==> src/rtl/fetch_unit.sv <==
// Instruction-fetch stage: owns the PC, issues single-outstanding imem reads,
// and presents one fetched instruction (or a NOP bubble) to the IF/ID register.
module fetch_unit #(
    parameter logic [31:0] RESET_PC = 32'h0000_0000,
    parameter logic [31:0] NOP      = 32'h0000_0000
) (
    input  logic        clk,
    input  logic        reset_n,
    input  logic        hold,
    input  logic        redirect,
    input  logic [31:0] redirect_pc,
    output logic        imem_req,
    output logic [31:0] imem_addr,
    input  logic        imem_gnt,
    input  logic        imem_rvalid,
    input  logic [31:0] imem_rdata,
    output logic [31:0] pc_plus_four,
    output logic [31:0] out_instruction,
    output logic        inst_valid
);

    localparam int unsigned XLEN = 32;

    typedef enum logic [1:0] {
        REQ  = 2'd0,
        WAIT = 2'd1,
        HAVE = 2'd2,
        DROP = 2'd3
    } state_t;

    state_t            state, state_nx;
    logic [XLEN-1:0]   pc, pc_nx;
    logic [XLEN-1:0]   inst_nx, ppf_nx;
    logic              valid_nx;

    // State and output registers.
    always_ff @(posedge clk) begin
        if (!reset_n) begin
            state           <= REQ;
            pc              <= RESET_PC;
            out_instruction <= NOP;
            pc_plus_four    <= '0;
            inst_valid      <= 1'b0;
        end else begin
            state           <= state_nx;
            pc              <= pc_nx;
            out_instruction <= inst_nx;
            pc_plus_four    <= ppf_nx;
            inst_valid      <= valid_nx;
        end
    end

    // Next-state logic; a redirect flushes regardless of hold, and any read
    // still in flight is routed through DROP so its data is discarded.
    always_comb begin
        state_nx = state;
        pc_nx    = pc;
        inst_nx  = out_instruction;
        ppf_nx   = pc_plus_four;
        valid_nx = inst_valid;

        if (redirect) begin
            pc_nx    = {redirect_pc[XLEN-1:2], 2'b00};
            inst_nx  = NOP;
            valid_nx = 1'b0;
            case (state)
                REQ:  state_nx = imem_gnt    ? DROP : REQ;
                WAIT: state_nx = imem_rvalid ? REQ  : DROP;
                HAVE: state_nx = REQ;
                DROP: state_nx = imem_rvalid ? REQ  : DROP;
            endcase
        end else begin
            case (state)
                REQ: begin
                    if (imem_gnt) state_nx = WAIT;
                end
                WAIT: begin
                    if (imem_rvalid) begin
                        inst_nx  = imem_rdata;
                        ppf_nx   = pc + XLEN'(4);
                        valid_nx = 1'b1;
                        pc_nx    = pc + XLEN'(4);
                        state_nx = HAVE;
                    end
                end
                HAVE: begin
                    if (!hold) begin
                        inst_nx  = NOP;
                        valid_nx = 1'b0;
                        state_nx = REQ;
                    end
                end
                DROP: begin
                    if (imem_rvalid) state_nx = REQ;
                end
            endcase
        end
    end

    assign imem_req  = (state == REQ);
    assign imem_addr = pc;

endmodule

==> config.mk <==
export PLATFORM = sky130hd
export DESIGN_NAME = fetch_unit
export DESIGN_NICKNAME = d
export VERILOG_FILES = /design/src/rtl/fetch_unit.sv
export SDC_FILE = /design/constraint.sdc
export NUM_CORES = 1
export LEC_CHECK = 0
export CORE_MARGIN = 4
export CORE_UTILIZATION = 48
export DETAILED_ROUTE_END_ITERATION = 7
export HOLD_SLACK_MARGIN = 0.12
export PLACE_DENSITY = 0.85
export SYNTH_ARGS = -nofsm -noshare
export SYNTH_HDL_FRONTEND = slang
export SYNTH_SLANG_ARGS = --single-unit
==> constraint.sdc <==
create_clock -name clk -period 4.2 [get_ports clk]
set_input_delay 0.84 -clock clk [delete_from_list [all_inputs] [get_ports clk]]
set_output_delay 0.84 -clock clk [all_outputs]
set_load 0.005 [all_outputs]
==> run_results.csv <==
group,metric,value,unit
status,status,"finished, final reports clean",
clocking,cts_resized,0,
routing,viasPerCell,5.97,
sta,finalSetupViolations,0,
routing,drc,0,
die,die_h,106,um
clocking,clk_pin_slew,100,ps
sta,finClkSkew,12.0,ps
power,power.density,298,nW/um^2
routing,drt_iter0_drc,298,
clocking,postCtsHoldBufs,0,
yosys,synthCells,563,
yosys,synth-edff-count,0,
sta,drv_slew,0,
place,hpwl,10.0,mm
critical_path,start_kind,"input port",
critical_path,arrival,3030,ps
routing,drt_pass1_iterations,7,
sta,fin_crit_sh,0.651,
sta,period_minus_slack,2730,ps
die,core_area,9240,um^2
finish,fin_nets,758,
grt,met1_usage,0.300,
yosys,synth_cell_types,53,
critical_path,worstPathMaxFanout,16,
place,routabilityCongestion,0.823,
yosys,synthArstFlopShare,0,
clocking,cts_setup_buffers,0,
critical_path,worstSetupPathType,"input port to flip-flop",
grt,grt_use_met3,0.0704,
sta,worst_pin_slew,917,ps
grt,grt_overflow,0,
die,die-area,11200,um^2
yosys,synth_common_cells,"dfxtp_1, nor2_1, o21ai_0, clkbuf_1, nand2_1",
yosys,netlist.area_leader.share,0.416,
yosys,ys_seq_area_frac,0.416,
power,leakage,2.01,nW
yosys,synthTopCellsByArea,"dfxtp_1, o21ai_0, nor2_1",
flow_run,drv_cap,0,
die,die_x,106,um
sta,setup_tns,0,ps
routing,antenna_left,0,
grt,antenna_found_initial,0,
power,ir_worst_vdd,0.000182,V
clocking,cts_root_buf,"clkbuf_8",
grt,grtUsageTotal,0.242,
yosys,ys_ff_latch,95,
place,post-place-cells,805,
yosys,synth_top_cell_by_area,"dfxtp_1",
sta,slew_headroom,0.383,
sta,rsz0062_at_grt,"no",
clocking,htreeDepth,3,
finish,drive_gt1_frac,0.0491,
grt,grt_pass1_wl,22.4,mm
yosys,synth.avg_cell_area,8.13,um^2
grt,grt_pass1_vias,4693,
clocking,clk_latency,360,ps
finish,antenna_cells,0,
sta,hold_viol_final,0,
routing,routed_wl,14.2,mm
finish,fin_cells,821,
clocking,numClockSinks,95,
grt,grt.busiest_layer,"met2",
critical_path,endpoint_kind,"flip-flop",
die,rows,35,
yosys,yosysMostFrequentCell,"dfxtp_1",
sta,timing.fmax,366,MHz
yosys,synth_ff_type,"dfxtp_1",
clocking,cts_inserted_buffers,9,
min_path,hold_path.class,"flip-flop to flip-flop",
clocking,cts_tree,"built",
die,initial_core_util,0.495,
yosys,synth_warnings,0,
critical_path,required,4500,ps
clocking,cts_buffer_depth,2,
grt,grt_util_met2,0.383,
place,io_buffer_count,161,
routing,avgRoutedWirePerCell,17.3,um
die,ios,168,
grt,grt_start_max_net_pins,62,
yosys,syn_area,4580,um^2
finish,syn_to_final_growth,39.1,%
routing,via_count,4898,
[through the flow]
stage	util	worst slack (ps)	hold slack, ps	instance area, um^2	total power, mW
global route	0.689	1380	519	6370	1.97
global placement	0.668	1150	470	6170	1.29
CTS	0.689	1490	499	6370	1.91
detailed placement	0.668	1110	481	6170	1.30
floorplan	-	2120	453	4590	1.13
finish	0.689	1470	491	6370	1.90
[flip-flops by register name, indices dropped and copies added (netlist names)]
signal	flops
state	2
out_instruction	32
pc_plus_four	30
inst_valid	1
imem_addr	30
[power breakdown]
group / internal (mW) / switching, mW
clock network: 0.289 / 0.325
registers: 0.936 / 0.0560
logic: 0.167 / 0.123
[cell families (layout without fill, tap and decap cells)]
family	count (synthesis)	in the layout	synth area share
and+or+nand+nor	219	219	0.248
AOI/OAI and AO/OA	164	164	0.233
DFF	95	95	0.416
buffers and inverters	65	191	0.0651
xor gates and xnor gates	17	17	0.0325
adders and majority gates	1	1	0.00273
other	1	4	0.000819
muxes	1	1	0.00219
[layout by cell type (no fill, tap or decap), types with 3 or more instances in the layout]
| cell type | n |
|---|---|
| xor2_1 | 8 |
| a31oi_1 | 12 |
| a311oi_1 | 16 |
| inv_1 | 4 |
| a21o_1 | 3 |
| nor3_1 | 16 |
| and3_1 | 5 |
| a22oi_1 | 32 |
| nand4_1 | 14 |
| a211oi_1 | 16 |
| a21oi_1 | 14 |
| nor4_1 | 13 |
| xnor2_1 | 9 |
| and4_1 | 4 |
| o21ai_0 | 55 |
| buf_4 | 9 |
| o31ai_1 | 7 |
| conb_1 | 4 |
| or4_1 | 8 |
| clkdlybuf4s50_1 | 161 |
| clkbuf_8 | 10 |
| nor2b_1 | 3 |
| or3_1 | 16 |
| nor2_1 | 70 |
| nor3b_1 | 4 |
| clkinv_2 | 3 |
| nand2_1 | 33 |
| nand3_1 | 16 |
| dfxtp_1 | 95 |
[worst max-delay path: stages]
cell,delay (ps)
clkdlybuf4s50_1,550
nand3b_1,440
buf_4,380
or4_2,650
a31oi_1,170
[layer usage]
layer	share of wire	vias up
met5	0	-
li1	-	2323
met2	0.47	272
met1	0.39	2272
met4	0.025	0
met3	0.11	31
[worst paths after layout]
path,to,slack (ps),from,cells after the start
hold / removal,pc_plus_four[3],490,pc_plus_four[3],2
setup reg to reg,imem_addr[26],1570,imem_addr[2],5
setup / recovery,imem_addr[11],1470,imem_rvalid,5
hold reg to reg,pc_plus_four[3],490,pc_plus_four[3],2
[area by class of cell]
cell class	count	area [um^2]
fillers	739	2870
clock buffers	10	138
repair buffers	170	1680
inverters	5	18.8
multi-input cells	406	2410
well taps	129	161
clock inverters	6	60.1
flip-flops and latches	95	1900
Power figures use the tool's default switching activity.
